### src/rtl/mem_arb_pkg.sv
// mem_arb_pkg: shared state encoding, owner ids and width defaults for the memory port arbiter
package mem_arb_pkg;
    typedef enum logic [1:0] {
        IDLE   = 2'd0,
        ACCESS = 2'd1,
        RESP   = 2'd2
    } state_t;
    localparam logic OWNER_CPU = 1'b0;
    localparam logic OWNER_DBG = 1'b1;
    localparam int DEF_ADDR_W = 9;
    localparam int DEF_DATA_W = 32;
endpackage

### src/rtl/rr_pick2.sv
// rr_pick2: combinational 2-way round-robin picker; a tie goes to the port that did not own last
module rr_pick2 import mem_arb_pkg::*; (
    input  logic cpu_elig_i,
    input  logic dbg_elig_i,
    input  logic last_owner_i,
    output logic grant_valid_o,
    output logic grant_id_o
);
    assign grant_valid_o = cpu_elig_i | dbg_elig_i;
    assign grant_id_o    = (cpu_elig_i & dbg_elig_i) ? ~last_owner_i : (dbg_elig_i ? OWNER_DBG : OWNER_CPU);
endmodule

### src/rtl/mem_port_arbiter.sv
// mem_port_arbiter: shares one RAM between the CPU memory path and a debug/loader port
module mem_port_arbiter import mem_arb_pkg::*; #(
    parameter int ADDR_W = DEF_ADDR_W,
    parameter int DATA_W = DEF_DATA_W
) (
    input  logic              clock,
    input  logic              clear,
    input  logic              cpu_req,
    input  logic              cpu_we,
    input  logic [ADDR_W-1:0] cpu_addr,
    input  logic [DATA_W-1:0] cpu_wdata,
    output logic [DATA_W-1:0] cpu_rdata,
    output logic              cpu_ack,
    input  logic              dbg_req,
    input  logic              dbg_we,
    input  logic [ADDR_W-1:0] dbg_addr,
    input  logic [DATA_W-1:0] dbg_wdata,
    output logic [DATA_W-1:0] dbg_rdata,
    output logic              dbg_ack,
    input  logic              dbg_hold,
    output logic              mem_read,
    output logic              mem_write,
    output logic [ADDR_W-1:0] mem_addr,
    output logic [DATA_W-1:0] mem_wdata,
    input  logic [DATA_W-1:0] mem_rdata,
    output logic              busy,
    output logic              owner
);
    state_t            state_q, state_d;
    logic              owner_q, owner_d;
    logic              we_q, we_d;
    logic [ADDR_W-1:0] addr_q, addr_d;
    logic [DATA_W-1:0] wdata_q, wdata_d;
    logic [DATA_W-1:0] cpu_rdata_q, cpu_rdata_d;
    logic [DATA_W-1:0] dbg_rdata_q, dbg_rdata_d;
    logic              pick_cpu, pick_dbg, grant_valid, grant_id, rd_cap;

    // In RESP only the non-owner may be granted; the owner's req is still the finishing transaction
    assign pick_cpu = cpu_req & ~dbg_hold & (state_q == IDLE | (state_q == RESP & owner_q == OWNER_DBG));
    assign pick_dbg = dbg_req & (state_q == IDLE | (state_q == RESP & owner_q == OWNER_CPU));

    rr_pick2 u_pick (
        .cpu_elig_i   (pick_cpu),
        .dbg_elig_i   (pick_dbg),
        .last_owner_i (owner_q),
        .grant_valid_o(grant_valid),
        .grant_id_o   (grant_id)
    );

    // Registered-output RAM data is sampled at the ACCESS->RESP edge so rdata is valid with ack
    assign rd_cap = state_q == ACCESS & ~we_q;

    always_comb begin
        state_d     = grant_valid ? ACCESS : (state_q == ACCESS ? RESP : IDLE);
        owner_d     = grant_valid ? grant_id : owner_q;
        we_d        = grant_valid ? (grant_id ? dbg_we : cpu_we) : we_q;
        addr_d      = grant_valid ? (grant_id ? dbg_addr : cpu_addr) : addr_q;
        wdata_d     = grant_valid ? (grant_id ? dbg_wdata : cpu_wdata) : wdata_q;
        cpu_rdata_d = (rd_cap & owner_q == OWNER_CPU) ? mem_rdata : cpu_rdata_q;
        dbg_rdata_d = (rd_cap & owner_q == OWNER_DBG) ? mem_rdata : dbg_rdata_q;
    end

    always_ff @(posedge clock or posedge clear) begin
        if (clear) begin
            state_q     <= IDLE;
            owner_q     <= OWNER_DBG;
            we_q        <= 1'b0;
            addr_q      <= '0;
            wdata_q     <= '0;
            cpu_rdata_q <= '0;
            dbg_rdata_q <= '0;
        end else begin
            state_q     <= state_d;
            owner_q     <= owner_d;
            we_q        <= we_d;
            addr_q      <= addr_d;
            wdata_q     <= wdata_d;
            cpu_rdata_q <= cpu_rdata_d;
            dbg_rdata_q <= dbg_rdata_d;
        end
    end

    assign mem_read  = state_q == ACCESS & ~we_q;
    assign mem_write = state_q == ACCESS & we_q;
    assign mem_addr  = addr_q;
    assign mem_wdata = wdata_q;
    assign cpu_ack   = state_q == RESP & owner_q == OWNER_CPU;
    assign dbg_ack   = state_q == RESP & owner_q == OWNER_DBG;
    assign cpu_rdata = cpu_rdata_q;
    assign dbg_rdata = dbg_rdata_q;
    assign busy      = state_q != IDLE;
    assign owner     = owner_q;
endmodule

### config.mk
export PLATFORM = sky130hd
export DESIGN_NAME = mem_port_arbiter
export DESIGN_NICKNAME = d
export VERILOG_FILES = /design/src/rtl/mem_arb_pkg.sv /design/src/rtl/rr_pick2.sv /design/src/rtl/mem_port_arbiter.sv
export SDC_FILE = /design/constraint.sdc
export NUM_CORES = 1
export LEC_CHECK = 0
export ABC_AREA = 1
export CORE_MARGIN = 5
export CORE_UTILIZATION = 25
export DETAILED_ROUTE_END_ITERATION = 8
export GPL_TIMING_DRIVEN = 0
export PLACE_DENSITY = 0.55
export SETUP_SLACK_MARGIN = 0.02
export SYNTH_ARGS = -nofsm -noshare
export SYNTH_HDL_FRONTEND = slang
export SYNTH_SLANG_ARGS = --single-unit
### constraint.sdc
create_clock -name clock -period 4.8 [get_ports clock]
set_input_delay 0.96 -clock clock [delete_from_list [all_inputs] [get_ports clock]]
set_output_delay 0.96 -clock clock [all_outputs]
set_load 0.02 [all_outputs]
==> summary.txt <==
Status
  • Outcome: complete, no violations

STA
  • TNS Setup: 0 ns
  • Final hold violation count: 0
  • Final worst slack: around 1.9 ns
  • Final cycle utilization of the critical path: roughly three fifths
  • Fin Hold WS: 0.486 ns
  • Crit path time final: roughly 2.9 ns
  • Max-slew violations: 0
  • Setup violators final: 0
  • RSZ-0062 raised after global routing: false
  • Slew @ Worst Pin: approximately 0.56 ns
  • Clk_skew: between 0.006 and 0.007 ns
  • Slew HR: between 60 and 70%
  • Max Fclk: 347 MHz

Synth
  • Synth top cells by count: 149 x nand2_1, 126 x nand3_1, 108 x dfrtp_1, 79 x inv_1, 35 x o21ai_0
  • Top-area cell type share of the netlist area: 55.7%
  • Largest family of logic cells by synthesized area: simple AND/OR/NAND/NOR gates
  • Leading cell type by number of instances after synthesis: nand2_1
  • Post-synthesis mux area share: 0%
  • Largest area contributor in the netlist: dfrtp_1
  • Synth Area in XOR/XNOR: 0%
  • Synth Net Count: 702
  • Synth Area in Compound Gates: between 7 and 8%
  • Post-synth EDFFs: 0
  • Post-synthesis cell count: ~580
  • Register area share after synthesis: between 50 and 60%
  • Ys async rst share: 100%
  • Adder-Cell Fraction of Synth Area: 0%
  • Syn Area/Cell: 8.35 µm²
  • Library cells used by synthesis: 20
  • Yosys warns: 0
  • Ys flop type: dfrtp_1
  • #FFs+latches synth: around 110
  • Ranking of synthesized cells by area: dfrtp_1 56%, nand3_1 13%, nand2_1 12%
  • Post-synthesis instance area: 4850 µm²
  • Post-Synth Simple-Gate Area: about a quarter

Global routing
  • Tot GR Track Use: around 15%
  • First-pass GRT wire length: 26.3 mm
  • Gr ovfl total: 0
  • Largest net degree at the start of global routing: 63
  • Initial antenna violation count: 0
  • Vias in the first global route: between 4000 and 5000

Power and ir drop
  • Switching Share: a little over two fifths
  • Peak VDD IR: 0.231 mV
  • Clock power frac: 14.6%
  • Sw power: ~2200 µW
  • Cell Pwr Density: about 680 nW/µm²
  • Cell internal pwr: 3050 µW
  • Gate power share: a little over half
  • Seq pwr share: between 30% and 40%
  • P_leak: 0.00375 µW

Setup path
  • CP delay by family, top: buffers and inverters
  • Worst Setup Start Kind: flop
  • Worst Path Max Fanout: 7
  • Buffers & Inverters on Critical Path: 2
  • Critical Path Sink Type: output port
  • Setup CP Type: reg2out
  • Reg2Reg Depth: 8
  • Slowest stage delay, CP: around 0.68 ns
  • Critical-path top delay cell: clkdlybuf4s50_1
  • Reg-to-reg setup timing slack: a little under 3 ns
  • Crit path cell chain: inv_2 > nor3_1 > clkdlybuf4s50_1
  • CP required: around 3.8 ns
  • R2r startpoint: owner$_DFFE_PP1P_
  • R2r endpoint: mem_wdata[11]$_DFFE_PP0P_
  • Crit path DAT: 1.92 ns

CTS
  • Post-CTS Setup Bufs: 0
  • Clock buffer depth: 2
  • CTS Buf Count: 9
  • Clock tree from TritonCTS: done
  • Clock sinks: roughly 110
  • Worst-skew pair later-pin latency: 0.36 ns
  • H-tree Lvls: 3
  • Clk pin slew, worst setup/hold paths: 0.08 ns
  • Hold buffers post-CTS: 0
  • CTS root buf: clkbuf_16
  • Post-cts resize count: 0

Floorplan
  • Die height: about 150 µm
  • Die ar.: ~22000 µm²
  • Num ports: ~230
  • Initial Util: about a quarter
  • Std-Cell Rows: a little over 50
  • DIE WIDTH: approximately 150 µm
  • Core area: slightly below 20000 µm²

Detailed routing
  • Post-Route WL: 17.0 mm
  • Antenna viol nets, final: 0
  • Final routed DRC violation total: 0
  • Via density: between 4 and 5
  • Routed via count: 4675
  • Mean routed wirelength per cell: 15.5 µm
  • Starting DRT DRC Count: ~220
  • DRT Pass-1 Iters: 4

Hold path
  • Hold Crit Depth: 2
  • Worst Hold End: dbg_rdata[26]$_DFFE_PP0P_
  • Hold path start: dbg_rdata[26]$_DFFE_PP0P_
  • Hold Path Class: reg2reg

Run
  • Max cap viols: 0

Place
  • Post-place setup slack: approximately 2.0 ns
  • Placer Congestion: 0.791
  • PortBufs: 231
  • DP HPWL: 12.6 mm

Final layout
  • # diodes: 0
  • Layout cells sized above 1: 6.88%
  • Layout area overhead: 61.3%
  • Filler cells: 1994
  • Nets@finish: 945
-- worst register-to-register path, cell delays in order (launching register included) --
cell and delay (ns):
dfstp_2 0.65, inv_2 0.10, a21oi_4 0.19, nand3_4 0.15, clkbuf_1 0.32, nand3_1 0.19
nand2_1 0.06, inv_1 0.05, nand2_1 0.04
-- state kept, by name (all words and copies together) (netlist names) --
register	count
state_q	2
we_q	1
mem_addr	9
mem_wdata	32
dbg_rdata	32
cpu_rdata	32
owner	1
-- layout make-up --
| class | count | area [µm²] | share of cell area (%) |
|---|---|---|---|
| multi-input cells | 355 | 1630 | 20.8 |
| clock inverters | 6 | 60.1 | 0.767 |
| flip-flops and latches | 109 | 2730 | 34.9 |
| well taps | 265 | 332 | 4.24 |
| inverters | 81 | 309 | 3.95 |
| clock buffers | 10 | 239 | 3.05 |
| repair buffers | 232 | 2340 | 29.9 |
| plain buffers | 36 | 189 | 2.41 |
-- cell families (layout without fill, tap and decap cells) --
| group | Yosys count | count (layout) |
|---|---|---|
| buffers and inverters | 117 | 365 |
| AO/OA/AOI/OAI | 67 | 67 |
| AND/OR/NAND/NOR | 288 | 288 |
| flip-flops | 109 | 109 |
-- power groups by stage --
stage | Sequential (µW) | Combinational (µW) | Clock (µW)
finish | 1660 | 2860 | 772
global placement | 1660 | 2890 | 0
floorplan | 2210 | 944 | 0
global route | 1730 | 3120 | 837
detailed placement | 1680 | 2890 | 0
CTS | 1670 | 2900 | 809
-- per-stage QoR --
stage / instance area, µm² / cells / total power, µW / utilization [%]
floorplan: 4850 / 581 / 3160 / -
global placement: 7500 / 1077 / 4550 / 38.9
detailed placement: 7530 / 1078 / 4570 / 39.1
CTS: 7830 / 1094 / 5380 / 40.6
global route: 7830 / 1094 / 5680 / 40.6
finish: 7830 / 1094 / 5290 / 40.6
-- cell usage in the layout, fill, tap and decap left out --
| master | Yosys | layout |
|---|---|---|
| clkdlybuf4s50_1 | 0 | 231 |
| nand2_1 | 149 | 149 |
| nand3_1 | 126 | 126 |
| dfrtp_1 | 108 | 108 |
| inv_1 | 79 | 78 |
| o21ai_0 | 35 | 35 |
| o21ai_1 | 30 | 30 |
| buf_2 | 18 | 18 |
| clkbuf_1 | 9 | 9 |
| clkbuf_16 | 0 | 9 |
| buf_4 | 8 | 8 |
| nand2_2 | 6 | 6 |
| inv_6 | 0 | 3 |
| inv_8 | 0 | 3 |
| inv_2 | 2 | 2 |
| nor2_1 | 2 | 2 |
| nor3_1 | 2 | 2 |
| nor3_4 | 1 | 1 |
| a21oi_4 | 1 | 1 |
| a21oi_1 | 1 | 1 |
| nand3_4 | 1 | 1 |
| clkbuf_2 | 1 | 1 |
| and3_1 | 1 | 1 |
| clkinv_4 | 0 | 1 |
| clkbuf_8 | 0 | 1 |
| buf_16 | 0 | 1 |
| dfstp_2 | 1 | 1 |
-- metal layers --
metal	share of wire [%]	up-vias	GRT usage (%)	routed length, µm
li1	-	2344	-	-
met1	44	2133	20.0	7460
met2	44	186	22.8	7430
met3	11	12	7.20	1940
met4	0.82	0	3.16	139
met5	0	-	0	0
-- worst max-delay path by stage --
| stage | from | endpoint | slack (ns) | cells past startpoint |
|---|---|---|---|---|
| after floorplan | clear | cpu_rdata[0]$_DFFE_PP0P_ | 0.97 | 1 |
| after global placement | clear | cpu_rdata[24]$_DFFE_PP0P_ | -1.10 | 2 |
| after detailed placement | cpu_req | mem_wdata[11]$_DFFE_PP0P_ | 1.98 | 9 |
| after CTS | owner$_DFFE_PP1P_ | dbg_ack | 1.90 | 3 |
| after global routing | owner$_DFFE_PP1P_ | dbg_ack | 1.84 | 3 |
| final | owner$_DFFE_PP1P_ | dbg_ack | 1.92 | 3 |
Power figures use the tool's default switching activity.
